File: config.mk
export PLATFORM = sky130hd
export DESIGN_NAME = id_ex_stage_reg
export DESIGN_NICKNAME = d
export VERILOG_FILES = /design/src/rtl/aura16_pkg.sv /design/src/rtl/load_use_detect.sv /design/src/rtl/id_ex_stage_reg.sv
export SDC_FILE = /design/constraint.sdc
export NUM_CORES = 1
export LEC_CHECK = 0
export ABC_AREA = 0
export CAP_MARGIN = 40
export CORE_UTILIZATION = 42
export CTS_BUF_LIST = sky130_fd_sc_hd__clkbuf_4
export DETAILED_ROUTE_END_ITERATION = 10
export PLACE_DENSITY = 0.95
export SKIP_LAST_GASP = 1
export SYNTH_ARGS = -nofsm -noshare
export SYNTH_HDL_FRONTEND = slang
export SYNTH_HIERARCHICAL = 1
export SYNTH_SLANG_ARGS = --single-unit
File: constraint.sdc
create_clock -name clk -period 4.4 [get_ports clk]
set_clock_uncertainty 0.05 [all_clocks]
set_input_delay 0.88 -clock clk [delete_from_list [all_inputs] [get_ports clk]]
set_output_delay 0.88 -clock clk [all_outputs]
set_load 0.01 [all_outputs]
File: src/rtl/aura16_pkg.sv
// Shared constants and types for the aura16 16-bit, 8-register pipeline.
package aura16_pkg;

   localparam int DEF_DATA_W = 16;
   localparam int DEF_REG_AW = 3;
   localparam logic [2:0] REG_LINK = 3'd7;

   typedef enum logic [1:0] {
      REG_DST_RD   = 2'b00,
      REG_DST_RT   = 2'b01,
      REG_DST_LINK = 2'b10,
      REG_DST_RSVD = 2'b11
   } reg_dst_e;

   typedef enum logic [1:0] {
      MEM_TO_REG_ALU  = 2'b00,
      MEM_TO_REG_MEM  = 2'b01,
      MEM_TO_REG_PC1  = 2'b10,
      MEM_TO_REG_RSVD = 2'b11
   } mem_to_reg_e;

   typedef enum logic [2:0] {
      ALU_ADD = 3'b000,
      ALU_SUB = 3'b001,
      ALU_AND = 3'b010,
      ALU_OR  = 3'b011,
      ALU_XOR = 3'b100,
      ALU_SLT = 3'b101,
      ALU_SLL = 3'b110,
      ALU_SRL = 3'b111
   } alu_ctrl_e;

   // Everything that must read as zero for a slot to be a NOP.
   typedef struct packed {
      logic       reg_write;
      logic       alu_src;
      logic       mem_write;
      logic       mem_read;
      logic       branch;
      logic       jump;
      logic       bne;
      logic       jr;
      logic [2:0] alu_control;
      logic [1:0] mem_to_reg;
   } ctrl_t;

   localparam int CTRL_W = $bits(ctrl_t);

endpackage

File: src/rtl/load_use_detect.sv
// Load-use hazard detection between the instruction in EX and the one in ID.
module load_use_detect
   import aura16_pkg::*;
#(
   parameter int REG_AW = DEF_REG_AW
) (
   input  logic              ex_valid,
   input  logic              ex_mem_read,
   input  logic [REG_AW-1:0] ex_wreg,
   input  logic              id_valid,
   input  logic              flush,
   input  logic              freeze,
   input  logic [REG_AW-1:0] id_rs,
   input  logic [REG_AW-1:0] id_rt,
   input  logic              id_alu_src,
   input  logic              id_mem_write,
   input  logic              id_branch,
   input  logic              id_bne,
   output logic              hazard_stall
);

   logic uses_rt_s;
   logic rs_match_s;
   logic rt_match_s;

   // rt is a source for R-type, stores and both branch flavours; $r0 never stalls.
   always_comb begin
      uses_rt_s    = ~id_alu_src | id_mem_write | id_branch | id_bne;
      rs_match_s   = (ex_wreg == id_rs);
      rt_match_s   = uses_rt_s & (ex_wreg == id_rt);
      hazard_stall = ex_valid & ex_mem_read & (ex_wreg != {REG_AW{1'b0}}) &
                     id_valid & ~flush & ~freeze & (rs_match_s | rt_match_s);
   end

endmodule

File: src/rtl/id_ex_stage_reg.sv
// ID/EX pipeline register with write-register resolve, bubble insertion and freeze.
// Optional ID_EX_PERF_EN adds saturating bubble / hazard event counters.
module id_ex_stage_reg
   import aura16_pkg::*;
#(
   parameter int DATA_W = DEF_DATA_W,
   parameter int REG_AW = DEF_REG_AW
) (
   input  logic              clk,
   input  logic              rst,
   input  logic              freeze,
   input  logic              flush,
   input  logic              id_valid,
   input  logic              id_reg_write,
   input  logic              id_alu_src,
   input  logic              id_mem_write,
   input  logic              id_mem_read,
   input  logic              id_branch,
   input  logic              id_jump,
   input  logic              id_bne,
   input  logic              id_jr,
   input  logic [2:0]        id_alu_control,
   input  logic [1:0]        id_reg_dst,
   input  logic [1:0]        id_mem_to_reg,
   input  logic [DATA_W-1:0] id_pc_plus1,
   input  logic [DATA_W-1:0] id_rd1,
   input  logic [DATA_W-1:0] id_rd2,
   input  logic [DATA_W-1:0] id_imm,
   input  logic [REG_AW-1:0] id_rs,
   input  logic [REG_AW-1:0] id_rt,
   input  logic [REG_AW-1:0] id_rd,
   output logic              hazard_stall,
   output logic              ex_valid,
   output logic              ex_reg_write,
   output logic              ex_alu_src,
   output logic              ex_mem_write,
   output logic              ex_mem_read,
   output logic              ex_branch,
   output logic              ex_jump,
   output logic              ex_bne,
   output logic              ex_jr,
   output logic [2:0]        ex_alu_control,
   output logic [1:0]        ex_reg_dst,
   output logic [1:0]        ex_mem_to_reg,
   output logic [DATA_W-1:0] ex_pc_plus1,
   output logic [DATA_W-1:0] ex_rd1,
   output logic [DATA_W-1:0] ex_rd2,
   output logic [DATA_W-1:0] ex_imm,
   output logic [REG_AW-1:0] ex_rs,
   output logic [REG_AW-1:0] ex_rt,
   output logic [REG_AW-1:0] ex_rd,
   output logic [REG_AW-1:0] ex_wreg
`ifdef ID_EX_PERF_EN
   ,
   output logic [15:0]       perf_bubbles,
   output logic [15:0]       perf_hazards
`endif
);

   typedef struct packed {
      logic              valid;
      ctrl_t             ctrl;
      logic [1:0]        reg_dst;
      logic [DATA_W-1:0] pc_plus1;
      logic [DATA_W-1:0] rd1;
      logic [DATA_W-1:0] rd2;
      logic [DATA_W-1:0] imm;
      logic [REG_AW-1:0] rs;
      logic [REG_AW-1:0] rt;
      logic [REG_AW-1:0] rd;
      logic [REG_AW-1:0] wreg;
   } stage_t;

   stage_t            stage_r;
   stage_t            load_s;
   ctrl_t             ctrl_in_s;
   logic [REG_AW-1:0] wreg_s;
   logic              bubble_s;

   load_use_detect #(.REG_AW(REG_AW)) u_load_use_detect (
      .ex_valid     (stage_r.valid),
      .ex_mem_read  (stage_r.ctrl.mem_read),
      .ex_wreg      (stage_r.wreg),
      .id_valid     (id_valid),
      .flush        (flush),
      .freeze       (freeze),
      .id_rs        (id_rs),
      .id_rt        (id_rt),
      .id_alu_src   (id_alu_src),
      .id_mem_write (id_mem_write),
      .id_branch    (id_branch),
      .id_bne       (id_bne),
      .hazard_stall (hazard_stall)
   );

   // Build the load image; an invalid slot carries zeroed control so it is a NOP.
   always_comb begin
      ctrl_in_s = '{id_reg_write, id_alu_src, id_mem_write, id_mem_read, id_branch,
                    id_jump, id_bne, id_jr, id_alu_control, id_mem_to_reg};
      case (reg_dst_e'(id_reg_dst))
         REG_DST_LINK: wreg_s = REG_AW'(REG_LINK);
         REG_DST_RT:   wreg_s = id_rt;
         default:      wreg_s = id_rd;
      endcase
      load_s          = '0;
      load_s.valid    = id_valid;
      load_s.ctrl     = ctrl_t'(ctrl_in_s & {CTRL_W{id_valid}});
      load_s.reg_dst  = id_reg_dst;
      load_s.pc_plus1 = id_pc_plus1;
      load_s.rd1      = id_rd1;
      load_s.rd2      = id_rd2;
      load_s.imm      = id_imm;
      load_s.rs       = id_rs;
      load_s.rt       = id_rt;
      load_s.rd       = id_rd;
      if (id_reg_write) begin
         load_s.wreg = wreg_s;
      end else begin
         load_s.wreg = {REG_AW{1'b0}};
      end
      bubble_s = flush | hazard_stall;
   end

   // Stage register: reset, then freeze hold, then bubble, then load.
   always_ff @(posedge clk) begin
      if (rst) begin
         stage_r <= '0;
      end else if (freeze) begin
         stage_r <= stage_r;
      end else if (bubble_s) begin
         stage_r <= '0;
      end else begin
         stage_r <= load_s;
      end
   end

   assign ex_valid       = stage_r.valid;
   assign ex_reg_write   = stage_r.ctrl.reg_write;
   assign ex_alu_src     = stage_r.ctrl.alu_src;
   assign ex_mem_write   = stage_r.ctrl.mem_write;
   assign ex_mem_read    = stage_r.ctrl.mem_read;
   assign ex_branch      = stage_r.ctrl.branch;
   assign ex_jump        = stage_r.ctrl.jump;
   assign ex_bne         = stage_r.ctrl.bne;
   assign ex_jr          = stage_r.ctrl.jr;
   assign ex_alu_control = stage_r.ctrl.alu_control;
   assign ex_mem_to_reg  = stage_r.ctrl.mem_to_reg;
   assign ex_reg_dst     = stage_r.reg_dst;
   assign ex_pc_plus1    = stage_r.pc_plus1;
   assign ex_rd1         = stage_r.rd1;
   assign ex_rd2         = stage_r.rd2;
   assign ex_imm         = stage_r.imm;
   assign ex_rs          = stage_r.rs;
   assign ex_rt          = stage_r.rt;
   assign ex_rd          = stage_r.rd;
   assign ex_wreg        = stage_r.wreg;

`ifdef ID_EX_PERF_EN
   logic [15:0] perf_bubbles_r;
   logic [15:0] perf_hazards_r;

   // Saturating event counters; a frozen edge loads nothing so counts nothing.
   always_ff @(posedge clk) begin
      if (rst) begin
         perf_bubbles_r <= 16'h0000;
         perf_hazards_r <= 16'h0000;
      end else begin
         if (!freeze && bubble_s && (perf_bubbles_r != 16'hFFFF)) begin
            perf_bubbles_r <= perf_bubbles_r + 16'h0001;
         end
         if (!freeze && hazard_stall && (perf_hazards_r != 16'hFFFF)) begin
            perf_hazards_r <= perf_hazards_r + 16'h0001;
         end
      end
   end

   assign perf_bubbles = perf_bubbles_r;
   assign perf_hazards = perf_hazards_r;
`endif

endmodule
* Yosys cells after proc, flatten, opt, wreduce, memory -nomap -nowiden
Cells that the tools add are included.
Operators by class: bitwise gates (word level) 16, eq/ne operators 4, reduce and logical (&&, ||, !) cells 1, mux-type cells 3
Operator list (count):
- 92-bit two-way mux | 1
- 13-bit bitwise AND | 1
- 1-bit bitwise AND | 7
- 3-bit equality test | 2
- 3-bit one-hot mux with 2 select lines | 1
- 1-bit bitwise OR | 5
- 3-bit two-way mux | 1
- 1-bit inverter | 3
- 3-bit nonzero test | 1
- 2-bit by 1-bit equality test with 1-bit output, second input constant | 1
- 2-bit equality test, second input constant | 1
Storage, ports and cells: word-level logic and storage cells 44, output and inout port bits 93, bits of input ports 93, bits in registers 92

* Longest topological paths before layout
word-level depth 9, mapped depth 8

* Cells and area by module
The synthesis kept the hierarchy.
By module, submodules not included:
- id_ex_stage_reg | instances 1, cells an instance 307, area each 3101.7 µm²
- load_use_detect | instances 1, cells an instance 13, area each 98.8 µm²

* Least setup slack after synthesis
No wires, ideal clock.
kind input to output, start in flush, end out hazard_stall, arrival time 1702 ps, stages on the path 3, setup slack 1768 ps, buffers on the path 0, data required time 3470 ps, cells stage by stage nand4b_1 -> or3_1 -> a21oi_1
On the way: longest elaborated chain between the ends 4
Ends and longest elaborated chain:
- from (decl) | RTL line id_ex_stage_reg.sv:12 | input logic flush,
- 1-bit inverter | RTL line load_use_detect.sv:32 | id_valid & ~flush & ~freeze & (rs_match_s | rt_match_s);
- 1-bit bitwise AND (3 in a row) | RTL line load_use_detect.sv:32
- to (decl) | RTL line id_ex_stage_reg.sv:32 | output logic hazard_stall,
No other way between the ends.

* Worst setup path after layout
Ends and elaborated chain as after synthesis.

==> metrics.txt <==
status completed; Worst Path Required 3470 ps; Max Freq around 0.27 GHz; Avg Vias per Cell 5.23; Syn-to-layout area delta 62.5%; PostCTS Resize Cnt 0; CTS H-tree lvls 3; Worst setup SP type primary input; gr usage total ~23%; Final Hold Fails 0; CP max stage delay 610 ps; port buffer count 185; pwr dens 308 nW/µm²; Worst setup EP type output pin; DR DRC count 0; post-synthesis simple-gate area fraction 12.5%; VDD IR max between 0.0002 and 0.00025 V; Setup Buffers After CTS 0; RSZ-0062 raised after global routing no; CTS tree yes; mux contribution to synthesized area 0%; Bufs on Longest Clock Path 2; layout cells sized above 1 between 4 and 5%; Finished Layout Cells just under 600; Ports roughly 190; flip-flop and latch count after synthesis just over 90; Routed WL a little under 10,000 µm; Post-Synth XOR/XNOR Area between 1.5 and 2%; critical path cell sequence clkdlybuf4s50_1 > nand4b_1 > or3_1 > a21oi_1 > clkdlybuf4s50_1; top_reg_cell synth dfxtp_1; CP most frequent cell clkdlybuf4s50_1; global route overflow 0; nets around 590; Placer Congestion around 0.85; synth unique cells 21; clock insertion delay at the later pin of the skew report around 420 ps; sequential share of the synthesized area a little under three fifths; worst rel slew slack ~45%; routed vias between 3,000 and 4,000; syn_area_per_cell 10.0 µm²; Async SR Flop Fraction 0%; vias in the first global route 2,822; cts bufs inserted 9; overall die height roughly 89 µm; CP Max Fanout 2; First-pass DRT Iterations 4; largest family of logic cells by synthesized area compound AO/OA/AOI/OAI gates; number of synthesized flops with an enable pin 0; 1st-iter DRT viols between 100 and 150; Routed Antenna Nets 0; Syn Inst Count 320; initial core utilization between 40% and 50%; Hold-fix buffers, CTS 0; critical setup path kind in2out; first-pass GRT wire length between 10,000 and 15,000 µm; minimum clock period after layout between 3000 and 4000 ps; Synth Net Count between 400 and 500; CTS clk-pin slew, worst paths about 150 ps; chip width slightly below 90 µm; final setup fails 0; largest net degree at the start of global routing between 70 and 80; placed cells 580; hpwl dp approximately 7000 µm; core footprint between 7000 and 8000 µm²; wire per inst ~16 µm; Synth Area in Compound Gates approximately 23%; DIE AREA 7970 µm²; yosys warns 6; period utilization a little over four fifths; fin. max-slew vios 0; Setup TNS 0 ps; post-synthesis adder-cell area fraction less than 1%; Pleak 0.00193 µW; Critical Path AT ~2800 ps; clock sink count 92; Site Rows 31; max_cap viols 0; Core Util, Final a little under three quarters; Cell Area, Synth 3200 µm²; Min-Delay Path Class reg2reg; Slowest cell on crit path clkdlybuf4s50_1; Diodes inserted 0; initial antenna violation count 0; slew at the pin closest to its max-slew limit around 830 ps; clk root buf clkbuf_4
-- final timing paths --
kind                      from           endpoint  slack (ps)  cells after the start
max reg2reg         ex_wreg[2]         ex_wreg[2]        2270                      7
max                      flush       hazard_stall         700                      5
min          ex_alu_control[1]  ex_alu_control[1]         450                      1
min reg2reg  ex_alu_control[1]  ex_alu_control[1]         450                      1
-- logic make-up (layout without fill, tap and decap cells) --
family                     after synthesis  in the layout
and+or+nand+nor                         93             93
buffers and inverters                   31            208
AOI/OAI and AO/OA                       96             96
adders and majority gates                2              2
DFF                                     92             92
xor gates and xnor gates                 6              6
-- power by group --
part / internal (µW) / total (µW) / switching [µW]
registers: 863 / 880 / 17.1
clock network: 180 / 461 / 281
logic: 155 / 260 / 105
total: 1200 / 1600 / 403
-- cells in the mapped netlist, types with 2 or more instances --
cell / instances / area, µm²
a21oi_1: 4 / 20.0
inv_1: 2 / 7.51
buf_4: 6 / 45.0
a22oi_1: 76 / 571
nor2_1: 77 / 289
and3b_1: 2 / 17.5
nand2_1: 3 / 11.3
xnor2_1: 6 / 52.6
clkbuf_1: 14 / 52.6
a22o_1: 16 / 140
dfxtp_1: 92 / 1840
ha_1: 2 / 25.0
nor2b_1: 4 / 25.0
buf_2: 9 / 45.0
-- placed cells by master, fill, tap and decap left out, drive strengths merged --
| cell type | n |
|---|---|
| clkinvlp | 2 |
| nor2b | 4 |
| clkinv | 2 |
| or4b | 1 |
| nand4b | 1 |
| or3 | 1 |
| a21oi | 4 |
| a22oi | 76 |
| clkbuf | 10 |
| inv | 3 |
| nand3 | 1 |
| bufinv | 1 |
| buf | 7 |
| xnor2 | 6 |
| ha | 2 |
| nand4 | 1 |
| nor3 | 2 |
| nand2 | 3 |
| a22o | 16 |
| clkdlybuf4s50 | 183 |
| nor2 | 77 |
| dfxtp | 92 |
| and3b | 2 |
-- area by class of cell --
type	count	area, µm²
clock buffers	10	75.1
clock inverters	6	63.8
fillers	586	2090
inverters	2	7.51
multi-input cells	197	1210
flip-flops and latches	92	1840
well taps	99	124
repair buffers	190	1880
-- stage by stage --
step           cell area (µm²)  total power [µW]  hold WS (ps)  setup slack (ps)
6_report                  5200              1600           452               704
5_1_grt                   5200              1670           469               641
4_1_cts                   5200              1610           451               701
3_5_place_dp              5060              1160           418               702
3_3_place_gp              5050              1150           410               745
2_1_floorplan             3200               996           472              1770
-- per-layer routing --
layer	vias up	track usage (%)	part of all wire, %
li1	1487	-	-
met2	115	38.8	51
met4	0	11.3	3.2
met5	-	0	0
met1	1489	27.2	40
met3	24	5.82	5.9
-- worst max-delay path: cells and delay by family --
kind	cells	cell delay, ps
AOI/OAI and AO/OA	1	270
buffers and inverters	2	1070
and+or+nand+nor	2	540
(Power assumes the default switching activity.)
